**src/rtl/data_l1_arbiter.sv**
```systemverilog
// -----------------------------------------------------------------------------
// data_l1_arbiter
//
// Two-requester front end for a single-ported L1 data array. One access is in
// flight at a time and each access takes three cycles: IDLE (grant),
// ACCESS (array is driven), RESP (completion pulse back to the requester).
// When both requesters contend, the one that did not win last time is granted.
//
// Ports
//   clk, reset              clock and synchronous active-high reset
//   reqN_valid/write/addr/wdata   request from requester N (N = 0, 1)
//   reqN_ready              grant; handshake when valid && ready at a rising edge
//   rspN_valid/rdata        one-cycle completion pulse and read data to requester N
//   mem_mode                array mode, 1 = write (high for one cycle per write)
//   mem_waddr/mem_raddr     array write/read address
//   mem_wdata               array write data
//   mem_rdata               combinational array read data for mem_raddr
//   busy                    high whenever an access is in flight
// -----------------------------------------------------------------------------
module data_l1_arbiter #(
    parameter int ADDR_W = 5,
    parameter int DATA_W = 16
) (
    input  logic              clk,
    input  logic              reset,

    input  logic              req0_valid,
    input  logic              req0_write,
    input  logic [ADDR_W-1:0] req0_addr,
    input  logic [DATA_W-1:0] req0_wdata,
    output logic              req0_ready,

    input  logic              req1_valid,
    input  logic              req1_write,
    input  logic [ADDR_W-1:0] req1_addr,
    input  logic [DATA_W-1:0] req1_wdata,
    output logic              req1_ready,

    output logic              rsp0_valid,
    output logic [DATA_W-1:0] rsp0_rdata,
    output logic              rsp1_valid,
    output logic [DATA_W-1:0] rsp1_rdata,

    output logic              mem_mode,
    output logic [ADDR_W-1:0] mem_waddr,
    output logic [ADDR_W-1:0] mem_raddr,
    output logic [DATA_W-1:0] mem_wdata,
    input  logic [DATA_W-1:0] mem_rdata,

    output logic              busy
);

    typedef enum logic [1:0] {
        IDLE   = 2'd0,
        ACCESS = 2'd1,
        RESP   = 2'd2
    } state_t;

    state_t state;
    state_t state_next;

    logic              last_grant;
    logic              winner;
    logic              any_valid;
    logic              handshake;

    logic              cap_write;
    logic              cap_id;
    logic [ADDR_W-1:0] cap_addr;
    logic [DATA_W-1:0] cap_wdata;
    logic [DATA_W-1:0] rdata_q;

    // Round-robin choice. A lone valid requester always wins; on contention
    // the requester that was not granted last time goes first.
    always_comb begin
        any_valid = req0_valid | req1_valid;
        winner    = 1'b0;
        if (req0_valid && req1_valid) begin
            winner = ~last_grant;
        end else if (req1_valid) begin
            winner = 1'b1;
        end
    end

    // Next-state and per-state outputs. Everything defaults low and stays low
    // while reset is high, so an aborted write can never pulse mem_mode and no
    // grant or response leaks out during reset.
    always_comb begin
        state_next = state;
        req0_ready = 1'b0;
        req1_ready = 1'b0;
        rsp0_valid = 1'b0;
        rsp1_valid = 1'b0;
        mem_mode   = 1'b0;
        busy       = 1'b0;
        handshake  = 1'b0;
        if (!reset) begin
            case (state)
                IDLE: begin
                    if (any_valid) begin
                        req0_ready = (winner == 1'b0);
                        req1_ready = (winner == 1'b1);
                        handshake  = 1'b1;
                        state_next = ACCESS;
                    end
                end
                ACCESS: begin
                    busy       = 1'b1;
                    mem_mode   = cap_write;
                    state_next = RESP;
                end
                RESP: begin
                    busy       = 1'b1;
                    rsp0_valid = (cap_id == 1'b0);
                    rsp1_valid = (cap_id == 1'b1);
                    state_next = IDLE;
                end
                default: begin
                    state_next = IDLE;
                end
            endcase
        end
    end

    // State register.
    always_ff @(posedge clk) begin
        if (reset) begin
            state <= IDLE;
        end else begin
            state <= state_next;
        end
    end

    // Datapath registers. The captured request is only loaded at a handshake,
    // which always moves the FSM into ACCESS, so the captured address/data
    // double as the array drive: valid during ACCESS and simply held
    // afterwards until the next grant. last_grant starts at 1 so requester 0
    // wins the first contention after reset.
    always_ff @(posedge clk) begin
        if (reset) begin
            last_grant <= 1'b1;
            cap_write  <= 1'b0;
            cap_id     <= 1'b0;
            cap_addr   <= '0;
            cap_wdata  <= '0;
            rdata_q    <= '0;
        end else begin
            if (handshake) begin
                last_grant <= winner;
                cap_id     <= winner;
                cap_write  <= winner ? req1_write : req0_write;
                cap_addr   <= winner ? req1_addr  : req0_addr;
                cap_wdata  <= winner ? req1_wdata : req0_wdata;
            end
            if (state == ACCESS && !cap_write) begin
                rdata_q <= mem_rdata;
            end
        end
    end

    assign mem_waddr = cap_addr;
    assign mem_raddr = cap_addr;
    assign mem_wdata = cap_wdata;

    // Read data is only presented alongside its pulse, and writes return zero.
    assign rsp0_rdata = (rsp0_valid && !cap_write) ? rdata_q : '0;
    assign rsp1_rdata = (rsp1_valid && !cap_write) ? rdata_q : '0;

endmodule

```
**config.mk**
```make
export PLATFORM = sky130hd
export DESIGN_NAME = data_l1_arbiter
export DESIGN_NICKNAME = d
export VERILOG_FILES = /design/src/rtl/data_l1_arbiter.sv
export SDC_FILE = /design/constraint.sdc
export NUM_CORES = 1
export LEC_CHECK = 0
export ABC_AREA = 1
export CORE_MARGIN = 3
export CORE_UTILIZATION = 30
export CTS_CLUSTER_SIZE = 20
export DETAILED_ROUTE_END_ITERATION = 10
export PLACE_DENSITY = 0.66
export SETUP_SLACK_MARGIN = 0.2
export SLEW_MARGIN = 30
export SYNTH_ARGS = -nofsm -noshare
export SYNTH_HDL_FRONTEND = slang
export SYNTH_SLANG_ARGS = --single-unit
```
**constraint.sdc**
```tcl
create_clock -name clk -period 1.68 [get_ports clk]
set_input_delay 0.504 -clock clk [delete_from_list [all_inputs] [get_ports clk]]
set_output_delay 0.504 -clock clk [all_outputs]
set_load 0.1 [all_outputs]
```
; ---- After elaboration in Yosys (flattened, before gate mapping)
; Index checks and enable logic that the tools add are counted.
[classes]
addsub = 0
mul = 0
div_mod_pow = 0
n_lt_le_gt_ge = 0
n_eq_ne = 3
shifts = 0
n_mux = 26
bitwise_logic = 4
reduce_logical = 7
[ops]
columns = cell, count
row1 = $mux W16, 3
row2 = $mux W1, 20
row3 = $mux W5, 1
row4 = $logic_and A1 B1 Y1, 4
row5 = $pmux W2 S2, 1
row6 = $not A1 Y1, 3
row7 = $eq A2 B1 Y1 const B, 1
row8 = $eq A2 B2 Y1 const B, 1
row9 = $logic_not A2 Y1, 1
row10 = $mux W2, 1
row11 = $ne A2 B2 Y1 const B, 1
row12 = $reduce_or A2 Y1, 1
row13 = $logic_not A1 Y1, 1
row14 = $or A1 B1 Y1, 1
[word_totals]
reg_bits = 42
latch_bits = 0
mem_bits_rw = 0
mem_bits_ro = 0
out_inout_bits = 64
n_memories = 0

; ---- Logic depth before layout (Yosys ltp)
[depth]
depth_word = 6
mapped_depth = 8
depth_no_buf = 7

; ---- Worst setup path after synthesis
; Ideal clock, no wire load.
[synth_path]
path_kind = input to output
start = in reset
end = out rsp1_rdata[10]
arrival_time_ps = 3640
slack_ps = -2464
path_stages = 5
path_cell_list = buf_6 -> nor3_2 -> nand2_2 -> buf_6 -> nor2_1
[synth_between]
elab_chain_cells = 3
[synth_rtl]
columns = element, line_no
row1 = start: declaration, 25  ; input logic reset,
row2 = $mux W1, 97  ; if (!reset) begin
row3 = named net rsp1_valid, 41  ; output logic rsp1_valid,
row4 = $logic_and A1 B1 Y1, 167  ; assign rsp1_rdata = (rsp1_valid && !cap_write) ? rdata_q : '0;
row5 = $mux W16, 167
row6 = end: declaration, 42  ; output logic [DATA_W-1:0] rsp1_rdata,
; The timed path passes the listed nets, and every way through them passes these cells.

; ---- Worst setup path after layout
[layout_path]
start = reg state[0]
end = out rsp1_rdata[14]
[layout_between]
elab_chain_cells = 5
[layout_rtl]
columns = element, line_no
row1 = start: declaration, 59  ; state_t state;
row2 = start signal: assignment, 130  ; state <= state_next;
row3 = $eq A2 B2 Y1, 98  ; case (state)
row4 = $mux W1, 98
row5 = $mux W1, 97
row6 = $logic_and A1 B1 Y1, 167
row7 = $mux W16, 167
; No other way between the ends.

==> metrics.cfg <==
[worst_setup_path]
r2r_start=state[0]$_SDFFE_PP0P_
r2r_end=cap_id$_SDFFE_PP0P_
cp_num_buf_inv=4
crit_fanout=4
startpoint_type=flop
cp_top_family=buffers and inverters
crit_arrival_ns=1.63
crit_chain=inv_2, ha_4, inv_4, nor3_4, nand2_4, buf_16, nor2_4, buf_12
cpPeakStageDelay_ns=0.33
r2r_setup_slack_ns=0.15
r2r_cells=10
cp-end-kind=output pin
criticalPathCategory=flop to output pin
cp_slowest_cell=dfxtp_2
worstPathRequired_ns=1.18

[synthesis]
synth_cells=343
synthSimpleGateAreaFrac=0.282
synth_top_area_cell=dfxtp_1
syn_area_um2=2260
synth_top_family_by_area=simple AND/OR/NAND/NOR gates
ys_top_cells_by_area=dfxtp_1 37%, inv_1 11%, nand3_1 9.3%
ys_types=20
syn_nets=412
synth_compound_area_frac=0.130
synth_xor_area_frac=0
synth_warnings=0
ys_seq_elements=42
ys_seq_area_frac=0.372
syn_area_per_cell_um2=6.59
yosys.area.top_type_share=0.372
synth.area.mux_share=0
synth_fa_ha_area_frac=0.0277

[timing]
fin_hold_ws_ns=0.506
hold_viol_final=0
period_needed_ns=2.14
max_freq_mhz=468
rsz0062_at_grt=true
max_slew.worst_pin.slew_ns=0.238
fin_ws_ns=-0.457
slew_violations=0
max-slew-margin-rel=0.841
period_share=1.27
skew_ns=0.00874
setup_viol=38

[finish]
drive_above_1_share=0.403
final_common_cell=buf_12
fillCellCount=562
final_cell_mix=69 x buf_12, 61 x inv_1, 60 x clkdlybuf4s50_1, 39 x nand2_1, 37 x nand3_1
area_growth_syn_to_layout_pct=129
fin_nets=564
antenna_cells=0
seq_area_um2=862
final_cell_area_um2=5180
multi_input_area_um2=1420

[clock_network]
path_clk_slew_ns=0.09
clock-root-buffer=clkbuf_8
clockBufferDepth=2
numCtsBuffers=5
cts.sinks=42
postCtsHoldBufs=0
cts_tree=yes
cts-htree-levels=2
clk_latency_ns=0.30

[floorplan]
dieArea_um2=8610
core_area_um2=7290
num_rows=31
pin_count=128
dieHeight_um=92.8
chipWidth_um=92.8
start_util=0.310

[power]
p_per_area_nw_per_um2=716
finalPower_uw=3710
ir_drop_mv=0.444
p_leak_uw=0.00213

[global_route]
grt_pass1_vias=2601
grt_pass1_wl_um=12400
antenna_found_initial=0
grt_max_degree=33
track_usage=0.179
overflow=0

[run_status]
violations=negative setup slack
run_status=complete, but fails checks

[hold_path]
min_from=mem_wdata[2]$_SDFFE_PP0P_
hold_end=mem_wdata[2]$_SDFFE_PP0P_
hold_class=flop to flop
worstHoldPathCells=2

[place]
hpwl_um=5800
port_buffers=127
postPlaceCellArea_um2=4710
routabilityCongestion=0.788

[routing]
via_count=2651
drt_iter0_markers=60
drc=0
wirelength_um=7890
viasPerCell=4.46
wl_per_cell_um=13.3
antenna_left=0
dr.pass1.iters=4

[job]
maxCapViolCount=0

repair_timing:
item / 4_1_cts / 5_1_grt
setup endpoints to repair: 80 / 59
setup buffers: 2 / 8
gates resized for setup: 28 / 51
pin swaps: 9 / 15
cloned: 1 / 3
where the power goes:
part	internal, uW	total (uW)	switching, uW
Combinational	760	1850	1090
Sequential	1110	1200	85.9
Clock	296	657	361
worst register-to-register path, delay by kind of cell (launching register included):
family          cells  cell delay (ns)
compound gates      1             0.21
fa+ha+maj           1             0.16
buf+inv             7             0.71
flops               1             0.34
simple gates        1             0.04
per-layer routing:
| metal | GRT usage | vias up | part of all wire |
|---|---|---|---|
| li1 | - | 1348 | - |
| met1 | 0.202 | 1185 | 0.39 |
| met2 | 0.305 | 110 | 0.51 |
| met3 | 0.0674 | 8 | 0.091 |
| met4 | 0.0635 | 0 | 0.013 |
| met5 | 0 | - | 0 |
worst max path at each step:
stage                                     start              to  depth (start not counted)
after detailed placement                  reset  rsp0_rdata[10]                          6
after global routing      state[0]$_SDFFE_PP0P_   rsp0_rdata[6]                          8
final                     state[0]$_SDFFE_PP0P_  rsp1_rdata[14]                          8
after global placement                    reset  rsp0_rdata[10]                          6
after floorplan                           reset  rsp0_rdata[10]                          5
after CTS                 state[0]$_SDFFE_PP0P_  rsp1_rdata[10]                          8
area by class of cell:
class                           count  area share
Clock buffer                        8      0.0155
Tap cell                           99      0.0239
Inverter                           70      0.0529
Multi-Input combinational cell    206       0.274
Timing Repair Buffer              170       0.467
Sequential cell                    42       0.166
per-stage QoR:
step	instances	worst slack, ns	TNS, ns	util
6_report	595	-0.457	-15.51	0.710
5_1_grt	595	-0.541	-18.57	0.710
4_1_cts	584	-0.513	-16.53	0.671
3_5_place_dp	573	-0.763	-40.63	0.645
3_3_place_gp	573	-0.744	-38.84	0.645
2_1_floorplan	343	-1.33	-41.12	-
cell usage after synthesis:
cell type	n
o21ai_0	20
dfxtp_1	42
nor2_8	1
buf_2	4
nand2_2	2
inv_1	68
nand3_1	42
buf_6	6
nor3_2	1
clkbuf_2	1
buf_4	5
ha_1	5
o31ai_1	1
clkbuf_1	9
nand2_1	54
nor2_4	1
a21oi_1	37
nor3_4	1
nor2_1	41
inv_2	2
logic make-up after synthesis:
| group | count (synthesis) |
|---|---|
| buffers and inverters | 95 |
| AO/OA/AOI/OAI | 58 |
| flip-flops | 42 |
| adder cells (fa/ha/maj) | 5 |
| AND/OR/NAND/NOR | 143 |
flip-flops by register name, indices dropped and copies added (netlist names):
name and flops:
cap_id 1, cap_write 1, mem_wdata 16, rdata_q 16
mem_raddr 5, state 2, last_grant 1
Note: power is estimated with default switching activity, not from simulation.
